## src/rtl/instruction_fetch_unit_pkg.sv

```systemverilog
// rtl/instruction_fetch_unit_pkg.sv - shared processor encodings for fetch and controller
package instruction_fetch_unit_pkg;

    typedef enum logic [1:0] {
        BT_NONE   = 2'd0,
        BT_JUMP   = 2'd1,
        BT_JR     = 2'd2,
        BT_BRANCH = 2'd3
    } branch_type_e;

    typedef enum logic {
        ST_BUBBLE = 1'b0,
        ST_RUN    = 1'b1
    } fetch_state_e;

    localparam logic [31:0] NOP_WORD  = 32'h0000_0000;
    localparam logic [31:0] PC_STRIDE = 32'd4;

    // Instruction memory is word addressed; any stray low bits are dropped.
    function automatic logic [31:0] word_align(input logic [31:0] addr);
        return {addr[31:2], 2'b00};
    endfunction

endpackage

```

## src/rtl/branch_target_calc.sv

```systemverilog
// rtl/branch_target_calc.sv - combinational redirect decision and target address
module branch_target_calc
    import instruction_fetch_unit_pkg::*;
(
    input  logic [1:0]  branch_type_i,
    input  logic        branch_taken_i,
    input  logic [31:0] branch_base_pc_i,
    input  logic [31:0] branch_offset_i,
    input  logic [25:0] jump_index_i,
    input  logic [31:0] jr_target_i,
    output logic        redirect_o,
    output logic [31:0] target_o
);

    branch_type_e branch_type;
    logic [31:0]  raw_target;

    assign branch_type = branch_type_e'(branch_type_i);

    always_comb begin
        redirect_o = 1'b0;
        raw_target = branch_base_pc_i;
        case (branch_type)
            BT_JUMP: begin
                redirect_o = 1'b1;
                raw_target = {branch_base_pc_i[31:28], jump_index_i, 2'b00};
            end
            BT_JR: begin
                redirect_o = 1'b1;
                raw_target = jr_target_i;
            end
            BT_BRANCH: begin
                redirect_o = branch_taken_i;
                raw_target = branch_base_pc_i + (branch_offset_i << 2);
            end
            default: begin
                redirect_o = 1'b0;
                raw_target = branch_base_pc_i;
            end
        endcase
        target_o = word_align(raw_target);
    end

endmodule

```

## src/rtl/instruction_fetch_unit.sv

```systemverilog
// rtl/instruction_fetch_unit.sv - PC, IF/ID pipeline register and fetch control FSM
module instruction_fetch_unit
    import instruction_fetch_unit_pkg::*;
#(
    parameter logic [31:0] RESET_PC = 32'h0000_0000
) (
    input  logic        clk_i,
    input  logic        reset_i,
    output logic [31:0] inst_addr_o,
    input  logic [31:0] inst_data_i,
    input  logic        stall_i,
    input  logic [1:0]  branch_type_i,
    input  logic        branch_taken_i,
    input  logic [31:0] branch_base_pc_i,
    input  logic [31:0] branch_offset_i,
    input  logic [25:0] jump_index_i,
    input  logic [31:0] jr_target_i,
    output logic [31:0] ifid_instruction_o,
    output logic [31:0] ifid_pc_plus4_o,
    output logic        ifid_valid_o,
    output logic [5:0]  inst_code_o,
    output logic [5:0]  funct_code_o,
    output logic [4:0]  reg_imm_o,
    output logic [31:0] fetch_count_o
);

    fetch_state_e state_q, state_d;
    logic [31:0]  pc_q, pc_d;
    logic [31:0]  ifid_instr_q, ifid_instr_d;
    logic [31:0]  ifid_pc4_q, ifid_pc4_d;
    logic [31:0]  fetch_count_q, fetch_count_d;
    logic         redirect;
    logic [31:0]  redirect_target;
    logic [31:0]  pc_plus4;

    branch_target_calc u_target (
        .branch_type_i    (branch_type_i),
        .branch_taken_i   (branch_taken_i),
        .branch_base_pc_i (branch_base_pc_i),
        .branch_offset_i  (branch_offset_i),
        .jump_index_i     (jump_index_i),
        .jr_target_i      (jr_target_i),
        .redirect_o       (redirect),
        .target_o         (redirect_target)
    );

    assign pc_plus4 = pc_q + PC_STRIDE;

    // Redirect beats stall so a resolved branch is never lost behind a hazard.
    always_comb begin
        state_d       = state_q;
        pc_d          = pc_q;
        ifid_instr_d  = ifid_instr_q;
        ifid_pc4_d    = ifid_pc4_q;
        fetch_count_d = fetch_count_q;
        if (redirect) begin
            pc_d         = redirect_target;
            ifid_instr_d = NOP_WORD;
            state_d      = ST_BUBBLE;
        end else if (!stall_i) begin
            pc_d          = pc_plus4;
            ifid_instr_d  = inst_data_i;
            ifid_pc4_d    = pc_plus4;
            fetch_count_d = fetch_count_q + 32'd1;
            state_d       = ST_RUN;
        end
    end

    always_ff @(posedge clk_i) begin
        if (reset_i) begin
            state_q       <= ST_BUBBLE;
            pc_q          <= RESET_PC;
            ifid_instr_q  <= NOP_WORD;
            ifid_pc4_q    <= 32'h0000_0000;
            fetch_count_q <= 32'h0000_0000;
        end else begin
            state_q       <= state_d;
            pc_q          <= pc_d;
            ifid_instr_q  <= ifid_instr_d;
            ifid_pc4_q    <= ifid_pc4_d;
            fetch_count_q <= fetch_count_d;
        end
    end

    assign inst_addr_o        = pc_q;
    assign ifid_instruction_o = ifid_instr_q;
    assign ifid_pc_plus4_o    = ifid_pc4_q;
    assign ifid_valid_o       = (state_q == ST_RUN);
    assign fetch_count_o      = fetch_count_q;
    assign inst_code_o        = ifid_instr_q[31:26];
    assign funct_code_o       = ifid_instr_q[5:0];
    assign reg_imm_o          = ifid_instr_q[20:16];

endmodule

```

## config.mk

```make
export PLATFORM = sky130hd
export DESIGN_NAME = instruction_fetch_unit
export DESIGN_NICKNAME = d
export VERILOG_FILES = /design/src/rtl/instruction_fetch_unit_pkg.sv /design/src/rtl/branch_target_calc.sv /design/src/rtl/instruction_fetch_unit.sv
export SDC_FILE = /design/constraint.sdc
export NUM_CORES = 1
export LEC_CHECK = 0
export ABC_AREA = 0
export CAP_MARGIN = 20
export CORE_ASPECT_RATIO = 0.6
export CORE_MARGIN = 4
export CORE_UTILIZATION = 45
export DETAILED_ROUTE_END_ITERATION = 16
export DONT_BUFFER_PORTS = 1
export PLACE_DENSITY = 0.65
export SLEW_MARGIN = 40
export SYNTH_ARGS = -nofsm -noshare
export SYNTH_HDL_FRONTEND = slang
export SYNTH_SLANG_ARGS = --single-unit
export TNS_END_PERCENT = 100
```

## constraint.sdc

```tcl
create_clock -name clk_i -period 6.5 [get_ports clk_i]
set_input_delay 0.65 -clock clk_i [delete_from_list [all_inputs] [get_ports clk_i]]
set_output_delay 0.65 -clock clk_i [all_outputs]
set_load 0.02 [all_outputs]
```

# --- Word-level counts from Yosys, hierarchy flattened ---
# Cells that the tools add are included.
word_totals:
  output_inout_bits: 146
  romBits: 0
  memories: 0
  regBits: 129
  latch_bits: 0
  ram_bits: 0
  wordCells: 22
classes:
  magnitude_cmp: 0
  n_reduce_logical: 3
  shifts: 0
  mul: 0
  eq_ne: 4
  n_bitwise: 2
  mux: 4
  n_addsub: 3
  div_mod_pow: 0
op_table:
  columns: ["op", "n"]
  rows:
  - ["$pmux 32 s3", 1]
  - ["$mux 32", 2]
  - ["$add 32x1->32 const B", 1]
  - ["$add 32x3->32 const B", 1]
  - ["$add 32x32->32", 1]
  - ["$eq 2x2->1 const B", 2]
  - ["$reduce_or 2->1", 2]
  - ["$eq 2x1->1 const B", 1]
  - ["$ne 2x1->1 const B", 1]
  - ["$not 1->1", 2]
  - ["$pmux 1 s2", 1]
  - ["$reduce_and 2->1", 1]

# --- Depth between registers and ports, before layout ---
depth:
  depth_word: 5
  mapped_depth: 11

# --- Modules after synthesis ---
# From an unflattened synthesis, not the netlist that was laid out.
hier_totals:
  hier_cells: 1059
  hier_area_um2: 8466.9
by_module_without_submodules:
  columns: ["module", "cells_each", "n_inst", "area_per_inst_um2", "seq_area_each_um2"]
  rows:
  - ["instruction_fetch_unit", 697, 1, 5957.0, 2582.5]
  - ["branch_target_calc", 362, 1, 2509.9, 0.0]

# --- Worst setup path before layout ---
# Ideal clock, no wire load.
synth_timing:
  path_kind: "input to register"
  from: "input port branch_base_pc_i[17]"
  to: "register pc_q[30], in the netlist inst_addr_o[30]"
  required_time_ns: 6.385
  slack_ns: 3.725
  cell_stages: 10
  arrival_time_ns: 2.659
  setup_time_ns: 0.115
  cell_sequence: "ha_1 clkbuf_1 a21o_1 a211oi_1 nand2_1 o31ai_2 o21ai_1 a311oi_1 mux2i_1 nand2_1"
synth_between:
  elab_chain_cells: 3
synth_rtl:
  columns: ["item", "line", "source"]
  rows:
  - ["start: declaration", "instruction_fetch_unit.sv:14", "input logic [31:0] branch_base_pc_i,"]
  - ["$add 32x32->32", "branch_target_calc.sv:34", "raw_target = branch_base_pc_i + (branch_offset_i << 2);"]
  - ["$pmux 32 s3", "branch_target_calc.sv:23", "case (branch_type)"]
  - ["$mux 32", "instruction_fetch_unit.sv:56", "if (redirect) begin"]
  - ["end signal: assignment", "instruction_fetch_unit.sv:78", "pc_q <= pc_d;"]
  - ["end: declaration", "instruction_fetch_unit.sv:28", "logic [31:0] pc_q, pc_d;"]
# Every way passes these cells.
# A chain may end at the register's enable or synchronous reset.

# --- Final worst setup path ---
layout_timing:
  from: "input port branch_type_i[0]"
  to: "register fetch_count_q[22], in the netlist fetch_count_o[22]"
layout_between:
  elab_chain_cells: 5
  word_cells_on_any_way: 7
layout_rtl:
  columns: ["item", "line", "source"]
  rows:
  - ["start: declaration", "instruction_fetch_unit.sv:12", "input logic [1:0] branch_type_i,"]
  - ["$eq 2x1->1 or $eq 2x2->1 (tied branches)", "branch_target_calc.sv:23", null]
  - ["$reduce_or 2->1 (no source line)", null, null]
  - ["$pmux 1 s2 *", "branch_target_calc.sv:23", null]
  - ["$not 1->1 (no source line) *", null, null]
  - ["$reduce_and 2->1 (no source line) *", null, null]
  - ["end signal: assignment", "instruction_fetch_unit.sv:81", "fetch_count_q <= fetch_count_d;"]
  - ["end: declaration", "instruction_fetch_unit.sv:31", "logic [31:0] fetch_count_q, fetch_count_d;"]
# Mark *: on every way between the ends. The rest lies on a longest branch, timed or not.

==> impl_summary.log <==
INFO  metric synth.cells.most_frequent = sky130_fd_sc_hd__nor2_1 (140), sky130_fd_sc_hd__dfxtp_1 (125), sky130_fd_sc_hd__nand2_1 (74), sky130_fd_sc_hd__xor2_1 (48), sky130_fd_sc_hd__xnor2_1 (47)
INFO  metric post-dp-hpwl = 16800 microns
INFO  metric initial_antenna_violation_count = 0
INFO  metric cp_cell_sequence = ha_1 > buf_4 > a21oi_1 > o21ai_1 > buf_4 > nor4_2 > nor2b_1 > nand2_1 > or3_1 > a21oi_1
INFO  metric maxSlewViolCount = 0
INFO  metric grt_setup_unrepaired = no
INFO  metric io_buffers = 0
INFO  metric r2r_slack = 3560 ps
INFO  metric die_y = 109 microns
INFO  metric register_area = 2500 sq um
INFO  metric synthesized_area_divided_by_synthesized_cell_count = 8.21 sq um
INFO  metric clk_pin_slew = 60 ps
INFO  metric syn-instance-count = 933
INFO  metric cp_max_fo = 29
INFO  metric floorplan.io_pins = 306
INFO  metric via_count_of_the_first_global_routing_pass = 6190
INFO  metric power_density = 270 nW/um^2
INFO  metric num_antenna_cells = 0
INFO  metric count_of_flip_flops_with_a_built_in_enable_after_synthesis = 0
INFO  metric regToRegEndpoint = inst_addr_o[26]
INFO  metric clk_root_buffer_cell = sky130_fd_sc_hd__clkbuf_16
INFO  metric worstSetupStartpointType = input pin
INFO  metric startpoint = branch_type_i[0]
INFO  metric layout_setup_ws = 3530 ps
INFO  metric holdBufCountCts = 0
INFO  metric initial_utilization = 0.466
INFO  metric multi_input_area = 4740 sq um
INFO  metric max_freq = 337 MHz
INFO  metric cts_tree = yes
INFO  metric hold_class = in -> reg
INFO  metric cts_buffers = 17
INFO  metric vdd.ir_drop.worst = 0.149 mV
INFO  metric critical-path-max-stage-delay = 560 ps
INFO  metric postSynthRegisterBits = 125
INFO  metric crit_required = 6830 ps
INFO  metric worst_ep_arrival_time = 3300 ps
INFO  metric ant_nets = 0
INFO  metric cap_viol_max_count = 0
INFO  metric power.share.switching = 0.307
INFO  metric clk_latency = 400 ps
INFO  metric grt_start_max_net_pins = 97
INFO  metric total_of_fill_cells_in_the_finished_design = 1598
INFO  metric period_minus_slack = 2970 ps
INFO  metric synth.distinct_cells = 64
INFO  metric worst_r2r_path_depth = 7
INFO  metric final_hold_viol_count = 0
INFO  metric cts_sinks = 125
INFO  metric die_x = 176 microns
INFO  metric ys_dominant_reg_cell = sky130_fd_sc_hd__dfxtp_1
INFO  metric synth_most_common_cell = sky130_fd_sc_hd__nor2_1
INFO  metric design.die.area = 19200 sq um
INFO  metric ctsLongestPathBuffers = 2
INFO  metric synth.area.top_cells = sky130_fd_sc_hd__dfxtp_1 (33%), sky130_fd_sc_hd__nor2_1 (6.9%), sky130_fd_sc_hd__ha_1 (5.7%)
INFO  metric fraction_of_final_layout_cells_sized_beyond_drive_strength_1 = 0.0669
INFO  metric routed_via_density = 5.90
INFO  metric fin_worst_skew = 11.3 ps
INFO  metric h-tree-depth = 4
INFO  metric post_synth_instance_area = 7660 sq um
INFO  metric core_area = 16400 sq um
INFO  metric combinationalPowerShare = 0.154
INFO  metric power.share.clock = 0.416
INFO  metric dpl_worst_slack = 3150 ps
INFO  metric power_frac_seq = 0.430
INFO  metric areaGrowthSynthToFinish = 7.38%
INFO  metric global_route.usage.total = 0.220
INFO  metric setup_viol = 0
INFO  metric wl_per_cell = 19.4 microns
INFO  metric power_report.internal_total = 1.54 mW
INFO  metric end_kind = flip-flop
INFO  metric postRouteWirelength = 21800 microns
INFO  metric grt_overflow = 0
INFO  metric fin_tns_setup = 0 ps
INFO  metric cellLeakagePower = 3.06 nW
INFO  metric synth-warning-count = 0
INFO  metric globalplace.congestion = 0.913
INFO  metric power_switching = 683 uW
INFO  metric detailedRoute.firstIterationViolations = 467
INFO  metric synth_top_cell_area_share = 0.327
INFO  metric num_vias = 6634
INFO  metric firstDrtPassIters = 7
INFO  metric ys_seq_area_frac = 0.327
INFO  metric crit_path_end = fetch_count_o[22]
INFO  metric ys_async_sr_fraction = 0
INFO  metric floorplan.rows = 36
INFO  metric worst_r2r_startpoint = inst_addr_o[2]
INFO  metric tightest_slew = 666 ps
INFO  metric cts_repair_resize_count = 0
INFO  metric grt_first_pass_wirelength = 33900 microns
INFO  metric run_status = completed
INFO  metric holdCritStartpoint = reset_i
INFO  metric final_period_utilization = 0.457
INFO  metric synth_largest_area_cell = sky130_fd_sc_hd__dfxtp_1
INFO  metric crit_slowest_cell = sky130_fd_sc_hd__nor2b_1
INFO  metric final_nets = 1080
INFO  metric detail_route.drc_violations = 0
INFO  metric p_total = 2.23 mW
INFO  metric critical_path_class = in -> reg
INFO  metric relSlewSlack = 0.555
INFO  metric cts_post_setup_buffers_inserted = 0
-- final cells by class --
| type | instances | area share |
|---|---|---|
| well taps | 228 | 0.0347 |
| inverters | 21 | 0.00958 |
| flip-flops and latches | 125 | 0.304 |
| clock buffers | 19 | 0.0538 |
| multi-input cells | 714 | 0.576 |
| clock inverters | 13 | 0.0170 |
| repair buffers | 5 | 0.00456 |
-- layer usage --
layer  share of wire  GRT usage  up-vias
met4          0.0088     0.0524        0
met3            0.11     0.0915       14
met1            0.46      0.301     3112
met5               0          0        -
li1                -          -     3232
met2            0.42      0.321      276
-- state kept, by name, indices dropped and copies added, names as in the netlist --
signal / flops
fetch_count_o: 32
ifid_instruction_o: 32
ifid_pc_plus4_o: 30
inst_addr_o: 30
ifid_valid_o: 1
-- power by group through the flow --
stage	logic, mW	clock network [mW]	registers, mW
global placement	0.334	0	0.974
floorplan	0.310	0	0.934
finish	0.343	0.926	0.956
global route	0.388	0.986	0.966
detailed placement	0.340	0	0.974
CTS	0.341	0.951	0.957
-- cells in the final DEF, fill, tap and decap left out, types with 5 or more instances in the layout --
master                      count
sky130_fd_sc_hd__nor2b_1        6
sky130_fd_sc_hd__a311oi_1       8
sky130_fd_sc_hd__o21ai_0       26
sky130_fd_sc_hd__and4_1         6
sky130_fd_sc_hd__xor2_1        48
sky130_fd_sc_hd__mux2i_1       33
sky130_fd_sc_hd__inv_1         21
sky130_fd_sc_hd__nand2_1       74
sky130_fd_sc_hd__dfxtp_1      125
sky130_fd_sc_hd__a21oi_1       35
sky130_fd_sc_hd__ha_1          33
sky130_fd_sc_hd__nand4_1       14
sky130_fd_sc_hd__clkbuf_16     17
sky130_fd_sc_hd__or3_1         11
sky130_fd_sc_hd__nor2_1       138
sky130_fd_sc_hd__nor3_1        15
sky130_fd_sc_hd__xnor2_1       47
sky130_fd_sc_hd__nand3_1       38
sky130_fd_sc_hd__a222oi_1       8
sky130_fd_sc_hd__a221oi_1      31
sky130_fd_sc_hd__o21a_1         5
sky130_fd_sc_hd__a31oi_1        8
sky130_fd_sc_hd__a211oi_1      35
sky130_fd_sc_hd__and3_1        12
sky130_fd_sc_hd__buf_4          5
sky130_fd_sc_hd__a21o_1        14
-- kinds of logic after synthesis --
group                    share of synthesized area
multiplexers                                0.0446
adder cells (fa/ha/maj)                     0.0598
buffers and inverters                       0.0585
flip-flops                                   0.327
AO/OA/AOI/OAI                                0.190
XOR/XNOR                                     0.109
AND/OR/NAND/NOR                              0.212
other                                     0.000489
-- critical path: cells and delay by family --
kind | cells | cell delay, ps
adder cells (fa/ha/maj) | 1 | 170
AO/OA/AOI/OAI | 3 | 570
buffers and inverters | 2 | 450
AND/OR/NAND/NOR | 4 | 1450
-- worst min-delay path by stage --
stage	to	depth (start not counted)	slack, ps
2_1_floorplan	ifid_valid_o	2	530
3_3_place_gp	ifid_valid_o	2	550
3_5_place_dp	ifid_valid_o	2	560
4_1_cts	inst_addr_o[23]	1	300
5_1_grt	inst_addr_o[23]	1	300
6_report	inst_addr_o[23]	1	340
-- through the flow --
step	util	hold slack [ps]	cell area, sq um	cells
after floorplan	-	526	7670	936
after global placement	0.464	552	7640	1093
after detailed placement	0.465	555	7640	1093
after CTS	0.500	304	8220	1125
after global routing	0.500	303	8230	1125
final	0.500	339	8230	1125
No activity file was read; power rests on OpenSTA's default activity.
